`src/rtl/serial_deser_if.sv`:
```
// serial_deser_if: serial-side and word-side handshake bundle for serial_deser.
//   Serial side : s_in, s_valid, s_ready, dir_sel, frame_start
//   Word side   : p_out[W-1:0], p_valid, p_ready, p_err
//   Modports    : slave  = the receiver (serial_deser)
//                 master = the environment driving bits and consuming words
interface serial_deser_if #(
    parameter int unsigned W = 8
);
    logic         s_in;
    logic         s_valid;
    logic         s_ready;
    logic         dir_sel;
    logic         frame_start;
    logic [W-1:0] p_out;
    logic         p_valid;
    logic         p_ready;
    logic         p_err;

    modport slave (
        input  s_in, s_valid, dir_sel, frame_start, p_ready,
        output s_ready, p_out, p_valid, p_err
    );

    modport master (
        output s_in, s_valid, dir_sel, frame_start, p_ready,
        input  s_ready, p_out, p_valid, p_err
    );
endinterface

```
`src/rtl/serial_deser.sv`:
```
// serial_deser: serial-to-parallel receiver with a one-entry output holding register.
//   clk   : rising-edge clock
//   reset : asynchronous, active-low reset
//   bus   : serial_deser_if.slave
//           s_in/s_valid/s_ready  one bit per accepted cycle
//           dir_sel               bit order latched on bit 0 (0 = MSB-first, 1 = LSB-first)
//           frame_start           clears bit count and shift register
//           p_out/p_valid/p_ready assembled word handshake
//           p_err                 even-parity error for p_out
// Optional feature macro: DESER_PARITY_EN (one even-parity bit follows each word).
module serial_deser #(
    parameter int unsigned W = 8
) (
    input  logic          clk,
    input  logic          reset,
    serial_deser_if.slave bus
);
`ifdef DESER_PARITY_EN
    localparam int unsigned L  = W;
`else
    localparam int unsigned L  = W - 1;
`endif
    localparam int unsigned CW = $clog2(W + 1);

    logic [W-1:0]  sr_q, sr_d, sr_eff, sr_shift;
    logic [W-1:0]  p_out_q, p_out_d;
    logic [CW-1:0] cnt_q, cnt_d, cnt_eff;
    logic          ord_q, ord_d, ord_eff;
    logic          p_valid_q, p_valid_d;
    logic          s_ready_c, accept, complete;
`ifdef DESER_PARITY_EN
    logic          p_err_q, p_err_d;
`endif

    // Handshake and effective (frame_start-adjusted) word state.
    always_comb begin
        s_ready_c = (cnt_q != CW'(L)) || !p_valid_q || bus.p_ready;
        accept    = bus.s_valid && s_ready_c;
        cnt_eff   = bus.frame_start ? '0 : cnt_q;
        sr_eff    = bus.frame_start ? '0 : sr_q;
        // Order is taken from dir_sel only on bit 0; later changes are ignored.
        ord_eff   = (cnt_eff == '0) ? bus.dir_sel : ord_q;
        sr_shift  = ord_eff ? {bus.s_in, sr_eff[W-1:1]} : {sr_eff[W-2:0], bus.s_in};
        complete  = accept && (cnt_eff == CW'(L));
    end

    // Next-state for shift register, counter and holding register.
    always_comb begin
        sr_d      = sr_eff;
        cnt_d     = cnt_eff;
        ord_d     = ord_q;
        p_out_d   = p_out_q;
        p_valid_d = p_valid_q;
`ifdef DESER_PARITY_EN
        p_err_d   = p_err_q;
`endif
        if (p_valid_q && bus.p_ready) begin
            p_valid_d = 1'b0;
        end
        if (accept) begin
            ord_d = ord_eff;
            if (complete) begin
                cnt_d     = '0;
                sr_d      = '0;
                p_valid_d = 1'b1;
`ifdef DESER_PARITY_EN
                // Last accepted bit is the parity bit; it never enters sr.
                p_out_d   = sr_eff;
                p_err_d   = (^sr_eff) ^ bus.s_in;
`else
                p_out_d   = sr_shift;
`endif
            end else begin
                // Every non-final bit is a data bit in both configurations.
                cnt_d = cnt_eff + CW'(1);
                sr_d  = sr_shift;
            end
        end
    end

    // State registers.
    always_ff @(posedge clk or negedge reset) begin
        if (!reset) begin
            sr_q      <= '0;
            cnt_q     <= '0;
            ord_q     <= 1'b0;
            p_out_q   <= '0;
            p_valid_q <= 1'b0;
        end else begin
            sr_q      <= sr_d;
            cnt_q     <= cnt_d;
            ord_q     <= ord_d;
            p_out_q   <= p_out_d;
            p_valid_q <= p_valid_d;
        end
    end

`ifdef DESER_PARITY_EN
    always_ff @(posedge clk or negedge reset) begin
        if (!reset) begin
            p_err_q <= 1'b0;
        end else begin
            p_err_q <= p_err_d;
        end
    end
    assign bus.p_err = p_err_q;
`else
    assign bus.p_err = 1'b0;
`endif

    assign bus.s_ready = s_ready_c;
    assign bus.p_out   = p_out_q;
    assign bus.p_valid = p_valid_q;
endmodule

```
`src/flat_wrapper.sv`:
```
// flat-port wrapper written by rule: the top's interface ports become plain ports
module serial_deser_flat 
#(
    parameter int unsigned W = 8
)
  (clk, reset, bus_s_in, bus_s_valid, bus_dir_sel, bus_frame_start, bus_p_ready, bus_s_ready, bus_p_out, bus_p_valid, bus_p_err);
  serial_deser_if #(.W(W)) bus_i ();
  input  logic clk;
  input  logic reset;
  input wire logic [$bits(bus_i.s_in)-1:0] bus_s_in;
  input wire logic [$bits(bus_i.s_valid)-1:0] bus_s_valid;
  input wire logic [$bits(bus_i.dir_sel)-1:0] bus_dir_sel;
  input wire logic [$bits(bus_i.frame_start)-1:0] bus_frame_start;
  input wire logic [$bits(bus_i.p_ready)-1:0] bus_p_ready;
  output wire logic [$bits(bus_i.s_ready)-1:0] bus_s_ready;
  output wire logic [$bits(bus_i.p_out)-1:0] bus_p_out;
  output wire logic [$bits(bus_i.p_valid)-1:0] bus_p_valid;
  output wire logic [$bits(bus_i.p_err)-1:0] bus_p_err;
  assign bus_i.s_in = bus_s_in;
  assign bus_i.s_valid = bus_s_valid;
  assign bus_i.dir_sel = bus_dir_sel;
  assign bus_i.frame_start = bus_frame_start;
  assign bus_i.p_ready = bus_p_ready;
  assign bus_s_ready = bus_i.s_ready;
  assign bus_p_out = bus_i.p_out;
  assign bus_p_valid = bus_i.p_valid;
  assign bus_p_err = bus_i.p_err;
  serial_deser #(.W(W)) u_core (.clk(clk), .reset(reset), .bus(bus_i));
endmodule
```
`config.mk`:
```
export PLATFORM = sky130hd
export DESIGN_NAME = serial_deser_flat
export DESIGN_NICKNAME = d
export VERILOG_FILES = /design/src/rtl/serial_deser_if.sv /design/src/rtl/serial_deser.sv /design/src/flat_wrapper.sv
export SDC_FILE = /design/constraint.sdc
export NUM_CORES = 1
export LEC_CHECK = 0
export CORE_ASPECT_RATIO = 1.2
export CORE_MARGIN = 10
export CORE_UTILIZATION = 46
export CTS_BUF_LIST = sky130_fd_sc_hd__clkbuf_16
export CTS_CLUSTER_DIAMETER = 30
export DETAILED_ROUTE_END_ITERATION = 16
export PLACE_DENSITY = 0.71
export SYNTH_ARGS = -nofsm -noshare
export SYNTH_HDL_FRONTEND = slang
export SYNTH_SLANG_ARGS = --single-unit
```
`constraint.sdc`:
```
create_clock -name clk -period 2.6 [get_ports clk]
set_clock_uncertainty 0.05 [all_clocks]
set_input_delay 0.52 -clock clk [delete_from_list [all_inputs] [get_ports clk]]
set_output_delay 0.52 -clock clk [all_outputs]
set_load 0.02 [all_outputs]
```
==> impl_metrics.json, run 1 <==
{
  "status": "complete, no violations",
  "synth-compound-area-share_pct": 17.3,
  "setup_tns_ns": 0,
  "drive_gt1_share_pct": 12.0,
  "initial_core_util_pct": 47.2,
  "synthAdderAreaFrac_pct": 2.35,
  "clk_latency_ns": 0.25,
  "maxCapViolCount": 0,
  "die_h_um": 72.7,
  "clkSinkCount": 22,
  "cp_max_fo": 9,
  "die_x_um": 63.9,
  "rr_endpoint": "u_core.sr_q[0]",
  "dr.pass1.iters": 4,
  "final_util_pct": 61.7,
  "vias": 818,
  "io_buffers": 16,
  "area_delta_synth_final_pct": 30.6,
  "cp_top_family": "buffers and inverters",
  "regToRegSetupSlack_ns": 0.63,
  "clkTransAtPathRegs_ns": 0.05,
  "final_nets": 135,
  "clockBufferDepth": 2,
  "ant_nets": 0,
  "ys_seq_elements": 22,
  "path_cells": "clkdlybuf4s50_1 > nand2b_1 > ha_1 > or3b_1 > a32o_2 > mux2i_1 > o21ai_1",
  "pin_count": 18,
  "wl_um": 2330,
  "cts_setup_buffers": 0,
  "drt_iter0_markers": 19,
  "pwr-share-seq_pct": 47.0,
  "synth_nets": 110,
  "n_antenna_cell": 0,
  "antenna_found_initial": 0,
  "synth-xor-area-share_pct": 1.64,
  "grt_use_total_pct": 10.7,
  "synth_mux_area_share_pct": 7.51,
  "cts_tree": "yes",
  "grt_pass1_vias": 862,
  "drc_errors": 0,
  "reg2reg_depth": 7,
  "crit_path_end_kind": "flip-flop",
  "dieArea_sq_um": 4650,
  "postSynthAreaPerCell_sq_um": 10.6,
  "worst-path-buf-inv": 1,
  "period_needed_ns": 2.34,
  "fin_crit_sh_pct": 89.8,
  "power.clock.fraction_pct": 40.9,
  "max_clock_freq_mhz": 428,
  "min_to": "u_core.ord_q",
  "worstHoldStart": "u_core.ord_q",
  "switching_power_uw": 169,
  "cp.depth": 7,
  "finalSetupViolCount": 0,
  "rsz0062_at_grt": "no",
  "synth-simple-area-share_pct": 15.3,
  "min_path_type": "flip-flop to flip-flop",
  "core_sq_um": 2260,
  "holdBufCountCts": 0,
  "p_leak_nw": 0.613,
  "arrival_ns": 2.42,
  "cell_internal_pwr_uw": 604,
  "rows": 19,
  "cp_slowest_stage_delay_ns": 0.51,
  "ys_types": 30,
  "reg2reg_from": "u_core.cnt_q[0]",
  "wl_per_cell_um": 14.9,
  "cts-resized-gates": 0,
  "worst-setup-path-type": "primary input to flip-flop",
  "ys_warn_count": 0,
  "worstSetupStartpointType": "primary input",
  "worst-endpoint-required_ns": 2.68,
  "hold_viol_final": 0,
  "numCtsBuffers": 3,
  "hold_depth": 2,
  "combinationalPowerShare_pct": 12.2,
  "h-tree-depth": 1,
  "cts-root-buf": "clkbuf_16",
  "power_density_nw_per_um2": 555,
  "grt_max_degree": 23,
  "synth_top_family_by_area": "compound AO/OA/AOI/OAI gates",
  "ir_worst_vdd_mv": 0.530,
  "switching_share_pct": 21.9,
  "grt_pass1_wl_um": 3930,
  "dp_hpwl_um": 1740,
  "yosysSeqAreaShare_pct": 51.6,
  "synth_cells": 101,
  "synth_area_sq_um": 1070,
  "grt_remaining_overflow": 0,
  "drv_slew": 0,
  "worst_path_max_delay_cell": "clkdlybuf4s50_1",
  "routabilityCongestion": 0.791,
  "drt-vias-per-instance": 5.24
}
[per-layer routing]
layer  wire length (um)  track usage [%]  part of all wire (%)
met1               1010             11.1                    43
met2               1180             18.6                    51
met3                 87             3.38                   3.7
met4                 44             5.84                   1.9
met5                  0                0                     0
[state kept, by name, summed over array words and instances (netlist names)]
name / count
u_core.bus.p_out: 8
u_core.bus.p_valid: 1
u_core.cnt_q: 4
u_core.ord_q: 1
u_core.sr_q: 8
[power groups by stage]
stage	clock [mW]	combinational, mW	sequential (mW)
after floorplan	0	0.0632	0.367
after global placement	0	0.0914	0.369
after detailed placement	0	0.0938	0.369
after CTS	0.323	0.0950	0.363
after global routing	0.339	0.105	0.365
final	0.316	0.0940	0.363
[worst reg2reg max path: stages, from the launching register on]
cell	delay, ns
dfrtp_1	0.38
nor2b_1	0.14
inv_1	0.06
ha_1	0.17
or3b_1	0.35
a32o_2	0.32
mux2i_1	0.26
o21ai_1	0.11
[stage by stage]
stage | instance area [sq um] | hold WS, ns | worst slack, ns | cells | total power, mW
3_5_place_dp | 1310 | 0.417 | -0.0712 | 152 | 0.463
5_1_grt | 1390 | 0.471 | 0.102 | 156 | 0.809
2_1_floorplan | 1070 | 0.174 | 0.397 | 101 | 0.430
6_report | 1390 | 0.431 | 0.265 | 156 | 0.773
4_1_cts | 1390 | 0.431 | 0.0448 | 156 | 0.781
3_3_place_gp | 1310 | 0.415 | -0.00998 | 152 | 0.460
[layout by cell type, fill, tap and decap left out, types with 2 or more instances in the layout]
master,count
o2bb2ai_1,6
dfrtp_1,22
nor2b_1,4
inv_1,4
mux2i_1,8
o21ai_1,11
o21ai_0,2
nor2_1,3
buf_4,7
xnor2_1,2
ha_1,2
nand3b_1,2
a31oi_1,2
nand2_1,16
clkbuf_16,3
clkdlybuf4s50_1,15
[synthesized netlist by cell type, drive strengths merged]
master	instances	area share, %
dfrtp	22	52
nand2	16	5.6
o21ai	13	6.1
mux2i	8	7.5
o2bb2ai	6	4.9
inv	4	1.4
nor2b	4	2.3
buf	3	2.2
nor2	3	1.1
a31oi	2	1.2
ha	2	2.3
nand3b	2	1.4
xnor2	2	1.6
a21boi	1	0.70
a32o	1	0.94
a41oi	1	0.82
and2	1	0.59
and4bb	1	1.2
clkbuf	1	0.35
conb	1	0.35
nand2b	1	0.59
nand4bb	1	1.1
o211ai	1	1.2
o21a	1	0.70
o21bai	1	0.70
or2	1	0.59
or3b	1	0.82
[cell type report]
class | instances | area, sq um
Sequential cell | 22 | 551
Clock inverter | 1 | 3.75
Tap cell | 31 | 38.8
Inverter | 4 | 15.0
Multi-Input combinational cell | 71 | 474
Timing Repair Buffer | 24 | 235
Clock buffer | 3 | 75.1
Fill cell | 210 | 866
[how the worst max path moves through the flow]
stage	start	to
finish	bus_frame_start	u_core.sr_q[0]
global route	bus_frame_start	u_core.bus.p_out[7]
CTS	bus_p_ready	bus_s_ready
detailed placement	bus_frame_start	u_core.sr_q[3]
global placement	bus_frame_start	u_core.sr_q[0]
floorplan	bus_frame_start	u_core.sr_q[1]
[cell families after synthesis]
kind of cell	Yosys count
simple gates	31
compound gates	27
flops	22
mux	8
buf+inv	8
fa+ha+maj	2
xor+xnor	2
other cells	1
No activity file was read; power rests on OpenSTA's default activity.
==> run 2: changes to the inputs <==
CTS_CLUSTER_DIAMETER = default   (was 30)
DONT_BUFFER_PORTS = 1   (was default)
PLACE_DENSITY = default   (was 0.71)
RECOVER_POWER = 100   (was default)
==> run 2 against run 1 <==
Compared with the run above:
- core utilization decreased by 9.1 points
- sequential cell count unchanged
- cell area fell by 15%
- non-clock buffer count shrank 23
- global-route usage fell by 0.60 points
- worst hold slack lost 0.15 ns
- via count is 14% lower
- sequential share of layout area increased by 6.8 points
- critical endpoint is now u_core.bus.p_out[4]
- largest power group is now the clock network
==> impl_metrics.json, run 2 (same netlist as run 1, synthesis figures left out) <==
{
  "p_leak_nw": 0.523,
  "fin_total_pwr_uw": 860,
  "dp_hpwl_um": 1570,
  "n_antenna_cell": 0,
  "worst-endpoint-required_ns": 2.64,
  "hold_viol_final": 0,
  "placed_cell_area_sq_um": 1080,
  "die_h_um": 72.7,
  "worst-setup-path-type": "flip-flop to flip-flop",
  "worstSetupStartpointType": "flip-flop",
  "core_sq_um": 2260,
  "final_nets": 112,
  "clkTransAtPathRegs_ns": 0.06,
  "clkSinkCount": 22,
  "cell_internal_pwr_uw": 689,
  "wl_um": 2120,
  "pwr-share-seq_pct": 42.3,
  "maxCapViolCount": 0,
  "area_delta_synth_final_pct": 11.4,
  "switching_power_uw": 170,
  "wl_per_cell_um": 16.0,
  "grt_pass1_wl_um": 3650,
  "drt_iter0_markers": 23,
  "die_x_um": 63.9,
  "slew_headroom_pct": 21.2,
  "finalNonFillerCells": 133,
  "drive_gt1_share_pct": 5.88,
  "clockBufferDepth": 2,
  "cts_tree": "yes",
  "h-tree-depth": 1,
  "grt_use_total_pct": 10.1,
  "cts_setup_buffers": 0,
  "drt-vias-per-instance": 5.31,
  "cp_max_fo": 9,
  "power.clock.fraction_pct": 49.6,
  "layout_common_cells": "dfrtp_1, nand2_1, o21ai_0",
  "grt_pass1_vias": 738,
  "min_path_type": "primary input to flip-flop",
  "antenna_found_initial": 0,
  "clk_latency_ns": 0.26,
  "pin_count": 18,
  "routabilityCongestion": 0.730,
  "fin_area_sq_um": 1190,
  "ir_worst_vdd_mv": 0.507,
  "crit_path_end_kind": "flip-flop",
  "dr.pass1.iters": 4,
  "rows": 19,
  "rsz0062_at_grt": "no",
  "ant_nets": 0,
  "finalSetupViolCount": 0,
  "setup_tns_ns": 0,
  "cts-resized-gates": 0,
  "grt_remaining_overflow": 0,
  "fin_crit_sh_pct": 82.7,
  "placed_cells": 128,
  "combinationalPowerShare_pct": 8.1,
  "switching_share_pct": 19.8,
  "io_buffers": 0,
  "drv_slew": 0,
  "grt_max_degree": 23,
  "final_common_cell": "dfrtp_1",
  "initial_core_util_pct": 47.2,
  "max_clock_freq_mhz": 465,
  "power_density_nw_per_um2": 724,
  "tightest_slew_ns": 1.18,
  "vias": 706,
  "arrival_ns": 2.19,
  "cts-root-buf": "clkbuf_16",
  "drc_errors": 0,
  "period_needed_ns": 2.15,
  "dieArea_sq_um": 4650,
  "numCtsBuffers": 3,
  "status": "complete, no violations"
}
[run 2: cell count changes in the layout (fill, tap and decap cells not counted), sizes merged]
| cell | delta |
|---|---|
| bufinv | +1 |
| clkdlybuf4s50 | -15 |
| dlygate4sd3 | +1 |
| buf | -8 |
| dlymetal6s2s | -1 |
| clkinv | -1 |
[run 2: metrics by stage]
step	util (%)	setup WS (ns)	hold slack, ns
after detailed placement	47.7	0.324	0.175
after CTS	52.8	0.457	0.280
final	52.6	0.450	0.283
after global routing	52.6	0.178	0.273
after floorplan	-	0.397	0.174
after global placement	47.7	0.390	0.175
[run 2: worst max-delay path: stages, from the launching register on]
cell and delay [ns]:
dfrtp_1 0.35, nor2b_1 0.26, inv_1 0.08, ha_1 0.21
a21boi_0 0.16, a32o_1 0.46, mux2i_1 0.31, o21ai_0 0.12
[run 2: power by group through the flow]
stage,Combinational (mW),Clock [mW],Sequential [mW]
detailed placement,0.0647,0,0.370
global placement,0.0640,0,0.370
floorplan,0.0632,0,0.367
global route,0.0790,0.453,0.365
CTS,0.0726,0.434,0.364
finish,0.0698,0.426,0.363
[run 2: final timing paths]
| path | startpoint | end | slack [ns] | cells past startpoint |
|---|---|---|---|---|
| worst min register to register | u_core.ord_q | u_core.ord_q | 0.43 | 2 |
| worst max-delay path | u_core.cnt_q[0] | u_core.bus.p_out[4] | 0.45 | 7 |
| min in group asynchronous | reset | u_core.cnt_q[3] | 0.82 | 1 |
| max in group asynchronous | reset | u_core.bus.p_out[6] | 1.07 | 1 |
| worst max register to register | u_core.cnt_q[0] | u_core.bus.p_out[4] | 0.45 | 7 |
| worst min-delay path | bus_frame_start | u_core.cnt_q[3] | 0.28 | 1 |
[run 2: layout make-up]
class                           count  area [sq um]
Fill cell                         212          1070
Sequential cell                    22           551
Multi-Input combinational cell     71           468
Clock buffer                        3          75.1
Tap cell                           31          38.8
Clock inverter                      1          30.0
Inverter                            4          15.0
Timing Repair Buffer                1          10.0
[run 2: layer usage]
metal / vias to the layer above / track usage (%) / part of all wire [%] / wire length [um]
met1: 335 / 11.7 / 45 / 945
li1: 354 / - / - / -
met4: 0 / 6.57 / 2.3 / 49
met3: 5 / 2.76 / 6.0 / 127
met2: 12 / 15.9 / 47 / 1000
met5: - / 0 / 0 / 0
[run 2: repair_timing]
action	4_1_cts	5_1_grt
endpoints found under the setup margin	0	0
hold buffers	1	0
endpoints found under the hold margin	22	0
